`src/rtl/multicycle_control.sv`:
```
// multicycle_control: main control FSM of the multicycle MIPS datapath.
// Steps each instruction through fetch, decode, execute, memory and
// writeback and drives all datapath enables and mux selects.
//
// Optional feature macro: MEM_WAIT_EN
//   defined   -> FETCH, MEMRD and MEMWR hold until mem_ready=1
//   undefined -> mem_ready is ignored, every state lasts one cycle
//
// Ports:
//   clk, reset          clock, synchronous active-high reset
//   opcode, funct       IR[31:26], IR[5:0] (funct only detects jr)
//   zero                ALU zero flag, used in BRANCH
//   mem_ready           memory handshake (MEM_WAIT_EN only)
//   PCWrite .. RegDst   single-bit datapath controls
//   PCSource, ALUSrcB   2-bit mux selects
//   ALUop               2-bit ALU control (00 add, 01 sub, 10 R-format)
//   pc_en               PCWrite | (PCWriteCond & zero)
//   illegal             one-cycle pulse on unsupported opcode in DECODE
//   state               current state, debug
module multicycle_control #(
  parameter int ST_W = 4
) (
  input  logic            clk,
  input  logic            reset,
  input  logic [5:0]      opcode,
  input  logic [5:0]      funct,
  input  logic            zero,
  input  logic            mem_ready,
  output logic            PCWrite,
  output logic            PCWriteCond,
  output logic            IorD,
  output logic            MemRead,
  output logic            MemWrite,
  output logic            IRWrite,
  output logic            MemtoReg,
  output logic            ALUSrcA,
  output logic            RegWrite,
  output logic            RegDst,
  output logic [1:0]      PCSource,
  output logic [1:0]      ALUSrcB,
  output logic [1:0]      ALUop,
  output logic            pc_en,
  output logic            illegal,
  output logic [ST_W-1:0] state
);

  typedef enum logic [ST_W-1:0] {
    FETCH   = 0,
    DECODE  = 1,
    MEMADDR = 2,
    MEMRD   = 3,
    MEMWB   = 4,
    MEMWR   = 5,
    EXEC    = 6,
    RWB     = 7,
    BRANCH  = 8,
    JUMP    = 9,
    ADDI_EX = 10,
    ADDI_WB = 11,
    JR      = 12
  } state_t;

  localparam logic [5:0] OP_R    = 6'd0;
  localparam logic [5:0] OP_LW   = 6'd35;
  localparam logic [5:0] OP_SW   = 6'd43;
  localparam logic [5:0] OP_BEQ  = 6'd4;
  localparam logic [5:0] OP_J    = 6'd2;
  localparam logic [5:0] OP_ADDI = 6'd8;
  localparam logic [5:0] FN_JR   = 6'd8;

  state_t state_q, state_d, dec_state;
  logic   ready;

`ifdef MEM_WAIT_EN
  assign ready = mem_ready;
`else
  logic unused_mem_ready;
  assign unused_mem_ready = mem_ready;
  assign ready = 1'b1;
`endif

  always_ff @(posedge clk) begin
    if (reset) state_q <= FETCH;
    else       state_q <= state_d;
  end

  // During reset the outputs are decoded as FETCH, then the write
  // enables are forced low, so the datapath sees stable selects.
  assign dec_state = reset ? FETCH : state_q;

  always_comb begin
    state_d     = FETCH;
    PCWrite     = 1'b0;
    PCWriteCond = 1'b0;
    IorD        = 1'b0;
    MemRead     = 1'b0;
    MemWrite    = 1'b0;
    IRWrite     = 1'b0;
    MemtoReg    = 1'b0;
    ALUSrcA     = 1'b0;
    RegWrite    = 1'b0;
    RegDst      = 1'b0;
    PCSource    = 2'b00;
    ALUSrcB     = 2'b00;
    ALUop       = 2'b00;
    illegal     = 1'b0;
    unique case (dec_state)
      FETCH: begin
        MemRead = 1'b1;
        IRWrite = ready;
        PCWrite = ready;
        ALUSrcB = 2'b01;
        state_d = ready ? DECODE : FETCH;
      end
      DECODE: begin
        ALUSrcB = 2'b11;
        case (opcode)
          OP_LW, OP_SW: state_d = MEMADDR;
          OP_R:         state_d = (funct == FN_JR) ? JR : EXEC;
          OP_BEQ:       state_d = BRANCH;
          OP_J:         state_d = JUMP;
          OP_ADDI:      state_d = ADDI_EX;
          default: begin
            state_d = FETCH;
            illegal = 1'b1;
          end
        endcase
      end
      MEMADDR: begin
        ALUSrcA = 1'b1;
        ALUSrcB = 2'b10;
        state_d = (opcode == OP_LW) ? MEMRD : MEMWR;
      end
      MEMRD: begin
        MemRead = 1'b1;
        IorD    = 1'b1;
        state_d = ready ? MEMWB : MEMRD;
      end
      MEMWB: begin
        RegWrite = 1'b1;
        MemtoReg = 1'b1;
      end
      MEMWR: begin
        MemWrite = 1'b1;
        IorD     = 1'b1;
        state_d  = ready ? FETCH : MEMWR;
      end
      EXEC: begin
        ALUSrcA = 1'b1;
        ALUop   = 2'b10;
        state_d = RWB;
      end
      RWB: begin
        RegWrite = 1'b1;
        RegDst   = 1'b1;
      end
      BRANCH: begin
        ALUSrcA     = 1'b1;
        ALUop       = 2'b01;
        PCWriteCond = 1'b1;
        PCSource    = 2'b01;
      end
      JUMP: begin
        PCWrite  = 1'b1;
        PCSource = 2'b10;
      end
      ADDI_EX: begin
        ALUSrcA = 1'b1;
        ALUSrcB = 2'b10;
        state_d = ADDI_WB;
      end
      ADDI_WB: begin
        RegWrite = 1'b1;
      end
      JR: begin
        PCWrite  = 1'b1;
        PCSource = 2'b11;
      end
      default: state_d = FETCH;
    endcase
    if (reset) begin
      PCWrite     = 1'b0;
      PCWriteCond = 1'b0;
      MemWrite    = 1'b0;
      IRWrite     = 1'b0;
      RegWrite    = 1'b0;
      illegal     = 1'b0;
    end
  end

  assign pc_en = PCWrite | (PCWriteCond & zero);
  assign state = reset ? '0 : state_q;

endmodule

```
`config.mk`:
```
export PLATFORM = sky130hd
export DESIGN_NAME = multicycle_control
export DESIGN_NICKNAME = d
export VERILOG_FILES = /design/src/rtl/multicycle_control.sv
export SDC_FILE = /design/constraint.sdc
export NUM_CORES = 1
export LEC_CHECK = 0
export BUFFER_PORTS_ARGS = -buffer_cell sky130_fd_sc_hd__buf_2
export CELL_PAD_IN_SITES_DETAIL_PLACEMENT = 2
export CELL_PAD_IN_SITES_GLOBAL_PLACEMENT = 2
export CORE_MARGIN = 2
export CORE_UTILIZATION = 19
export CTS_CLUSTER_SIZE = 20
export DETAILED_ROUTE_END_ITERATION = 10
export PLACE_DENSITY_LB_ADDON = 0.05
export SLEW_MARGIN = 40
export SYNTH_ARGS = -nofsm -noshare
export SYNTH_HDL_FRONTEND = slang
export SYNTH_SLANG_ARGS = --single-unit
```
`constraint.sdc`:
```
create_clock -name clk -period 3.3 [get_ports clk]
set_input_delay 0.165 -clock clk [delete_from_list [all_inputs] [get_ports clk]]
set_output_delay 0.165 -clock clk [all_outputs]
set_load 0.02 [all_outputs]
```
=== Word-level counts from Yosys, hierarchy flattened ===
Cells that the tools add are included.

* Input bits: 16
* Output and inout bits: 22
* Bits in registers: 4
* Word-level logic and storage cells: 57

* Eq/ne operators: 18
* Muxes and demuxes: 26
* Reductions and logical operators: 10
* Bitwise gates (word level): 2

{| class="wikitable"
|+ Operators by type and width
! kind !! number
|-
| 4-bit one-hot mux with 6 select lines || 1
|-
| 4-bit == test, second input constant || 5
|-
| 4-bit one-hot mux with 5 select lines || 1
|-
| 1-bit 2-to-1 mux || 18
|-
| 4-bit by 3-bit == test with 1-bit output, second input constant || 4
|-
| 6-bit by 4-bit == test with 1-bit output, second input constant || 2
|-
| 6-bit == test, second input constant || 2
|-
| 2-bit one-hot mux with 3 select lines || 2
|-
| 4-bit by 2-bit == test with 1-bit output, second input constant || 2
|-
| 4-bit 2-to-1 mux || 2
|-
| 2-bit OR reduction || 4
|-
| 6-bit by 2-bit == test with 1-bit output, second input constant || 1
|-
| 6-bit by 3-bit == test with 1-bit output, second input constant || 1
|-
| 6-bit zero test || 1
|-
| 3-bit OR reduction || 2
|-
| 6-bit OR reduction || 1
|-
| 4-bit by 1-bit == test with 1-bit output, second input constant || 1
|-
| 4-bit zero test || 1
|-
| 2-bit one-hot mux with 2 select lines || 1
|-
| 4-bit OR reduction || 1
|-
| 3-bit 2-to-1 mux || 1
|-
| 1-bit bitwise AND || 1
|-
| 1-bit bitwise OR || 1
|}

=== Longest topological paths before layout ===
* Word-level depth: 6
* Gate-level depth with buffers: 6
* Gate-level depth less buffers: 5

=== Least setup slack after synthesis ===
Ideal clock, no wire load.

* Kind: register -> output
* Start: register state_q[2]
* End: output port PCWrite
* Data arrival time: 1506 ps
* Path slack: 1629 ps
* Data required time: 3135 ps
* Buffers on the path: 1
* Stages on the path, launching flop included: 5
* Cells stage by stage: dfxtp_1 -> buf_1 -> xnor2_1 -> nor3_1 -> or2_2

* Word-level cells in the longest chain between the ends: 5
* Elaborated cells on any way between the ends: 7
* Those cells by class: 2 x eq/ne; 3 x mux; 2 x reduce/logical

{| class="wikitable"
|+ Ends and longest elaborated chain
! item !! line !! source
|-
| start: declaration || 71 || <nowiki>state_t state_q, state_d, dec_state;</nowiki>
|-
| start signal: assignment || 84 || <nowiki>else state_q <= state_d;</nowiki>
|-
| 4-bit 2-to-1 mux * || 89 || <nowiki>assign dec_state = reset ? FETCH : state_q;</nowiki>
|-
| 4-bit == test / 4-bit zero test (equally long branches) || 107 || <nowiki>unique case (dec_state)</nowiki>
|-
| 3-bit OR reduction (no source line) * || -- ||
|-
| 1-bit 2-to-1 mux * || 107 ||
|-
| 1-bit 2-to-1 mux * || 181 || <nowiki>if (reset) begin</nowiki>
|-
| end: declaration || 29 || <nowiki>output logic PCWrite,</nowiki>
|}

Mark *: on every way between the ends. The rest lies on a longest branch, timed or not.

=== Worst setup path in the final report ===
* Start: register state_q[0]
* End: register state_q[1]

* Word-level cells in the longest chain between the ends: 3
* Elaborated cells on any way between the ends: 8
* Those cells by class: 5 x eq/ne; 2 x mux; 1 x reduce/logical

{| class="wikitable"
|+ Ends and longest elaborated chain
! item !! line
|-
| 4-bit 2-to-1 mux * || 89
|-
| 4-bit == test, or another cell as far along || 107
|-
| 4-bit one-hot mux with 6 select lines * || 107
|}

Marked as above.
A chain may end at the register's enable or synchronous reset.

==> impl_metrics.toml <==
[placed_design]
dpl.hpwl_um = 1550
dp_cells = 144
place_ws_ns = 1.42
gp_congestion = 0.675
portBuffers = 36

[grt]
grt_pass1_vias = 716
grt_max_degree = 17
overflow = 0
track_usage_pct = 12.4
antenna_found_initial = 0
grt_pass1_wl_um = 3250

[status]
status = "complete, no violations"

[clocking]
path_clk_slew_ns = 0.03
clk_path_buf_depth = 2
root_buffer = "clkbuf_4"
cts_setup_buffers = 0
clock_sinks = 4
h-tree-depth = 1
clk_latency_ns = 0.22
cts_tree = "built"
numCtsBuffers = 3
cts_resized = 0
holdBufCountCts = 0

[synthesis]
yosysWarnings = 0
yosysTopAreaCell = "dfxtp_1"
synth-seq-area-share_pct = 15.2
synthesis.area_um2 = 527
syn_inst = 84
avgSynthCellArea_um2 = 6.27
synth.area.top_cells = "dfxtp_1, nor2_1, nor3_1, nand2b_1, nand2_1"
synth-seq-cells = 4
yosysUniqueCellTypes = 34
syn_nets = 100
yosys.area.top_type_share_pct = 15.2

[hold_path]
hold_depth = 2
hp-class = "primary input to register"
min_from = "opcode[2]"
hold_path_end = "state_q[1]"

[timing]
hold_ws_ns = 0.225
setup_slack_ns = 1.47
setup-violations-final = 0
rsz0062_at_grt = "false"
tightest_slew_ns = 0.621
tns_ns = 0
fin_skew_ns = 0.000355
finalHoldViolCount = 0
fmax_mhz = 548
fin_crit_sh_pct = 55.3
max-slew-margin-rel_pct = 58.5
slew_violations = 0
min_period_ns = 1.83

[setup_path]
crit_family = "simple AND/OR/NAND/NOR gates"
reg2reg_slack_ns = 1.47
path_cells = "nand2b_1 -> inv_2 -> nand2_1 -> or3_1 -> o32ai_1"
worst-path-stages = 5
crit_slowest_cell = "dfxtp_1"
slowest_delay_ns = 0.64
start_kind = "register"
rr_startpoint = "state_q[0]"
r2r_cells = 5
critPathMaxFanout = 15
cp.required_ns = 3.43
critPathKind = "register to register"
cp.arrival_ns = 1.96
path_buf_inv = 1
crit_path_end_kind = "register"
r2r_end = "state_q[1]"

[die]
boundaryPins = 38
initial_core_util_pct = 19.6
die_h_um = 56.7
coreArea_um2 = 2690
num_rows = 19
die_w_um = 56.7
die-area_um2 = 3210

[drt]
viasPerCell = 5.02
drcViolationCount = 0
antenna_left = 0
drtPass1Iterations = 4
routed_wl_um = 1890
wire_per_inst_um = 12.9
drt_first_iter_violations = 7
via_count = 738

[final_layout]
syn_to_final_growth_pct = 40.4
mostFrequentLayoutCells = "buf_2, nor2_1, nor3_1"
top_regs = "state_q (4)"
antenna_cells = 0
nNetsFinal = 134
final_common_cell = "buf_2"
regMostFlops = "state_q"
final_cell_count_no_fill = 147
final_layout_size_suffix_gt1_share_pct = 37.9
largest_reg_flops = 4
fillers = 344

[run]
cap_violations = 0

[power]
power_density_nw_per_um2 = 212
ir_worst_vdd_mv = 0.115
leakage_nw = 0.367
[Yosys cell counts]
library cell,number
nor3_1,8
nor4_1,3
xnor2_1,3
and2_1,2
nand2_1,7
o41ai_1,1
nor3_2,1
or4b_1,1
clkbuf_1,4
buf_2,2
o22ai_1,1
inv_2,1
inv_1,4
nand2b_1,6
a2bb2oi_1,1
nand3_1,2
dfxtp_1,4
nor2b_1,1
or4_1,1
or2_2,3
and3_1,1
a31oi_1,1
o31ai_1,2
a211o_1,1
or3_1,1
maj3_1,1
nor2_1,12
a21o_1,1
buf_1,1
o311ai_0,1
a21oi_1,3
o22a_1,1
o21ai_0,1
o32ai_1,1
[logic make-up after synthesis]
kind of cell	after synthesis	share of synthesized area, %
AOI/OAI and AO/OA	15	20.4
xor gates and xnor gates	3	4.99
adders and majority gates	1	1.90
buffers and inverters	12	9.02
DFF	4	15.2
and+or+nand+nor	49	48.5
[routing by layer]
metal	part of all wire, %	GRT usage (%)	up-vias
li1	-	-	361
met1	42	15.9	353
met2	52	21.9	24
met3	6.1	2.07	0
met4	0	2.04	0
met5	0	0	-
[worst max-delay path by stage]
stage,from,end,slack (ns)
finish,state_q[0],state_q[1],1.47
floorplan,state_q[2],PCWrite,1.63
global placement,state_q[0],state_q[1],1.45
global route,state_q[0],state_q[1],1.28
detailed placement,state_q[0],state_q[1],1.42
CTS,state_q[0],state_q[1],1.42
[power breakdown]
part / total [mW] / switching (mW) / internal [mW]
sequential: 0.0540 / 0.00432 / 0.0497
clock: 0.0567 / 0.0162 / 0.0404
combinational: 0.0460 / 0.0259 / 0.0201
total: 0.157 / 0.0464 / 0.110
[final cells by class]
class                           count  area (um^2)  area share [%]
Multi-Input combinational cell     68          399            54.0
Timing Repair Buffer               36          180            24.4
Sequential cell                     4         80.1            10.8
Tap cell                           31         38.8            5.25
Clock buffer                        3         22.5            3.05
Inverter                            5         18.8            2.54
[through the flow]
step                      util (%)  instance area, um^2  power [mW]
after floorplan                  -                  527      0.0819
after global placement        26.7                  717       0.101
after detailed placement      26.7                  717       0.102
after CTS                     27.5                  739       0.161
after global routing          27.5                  739       0.169
final                         27.5                  739       0.157
(Power assumes the default switching activity.)
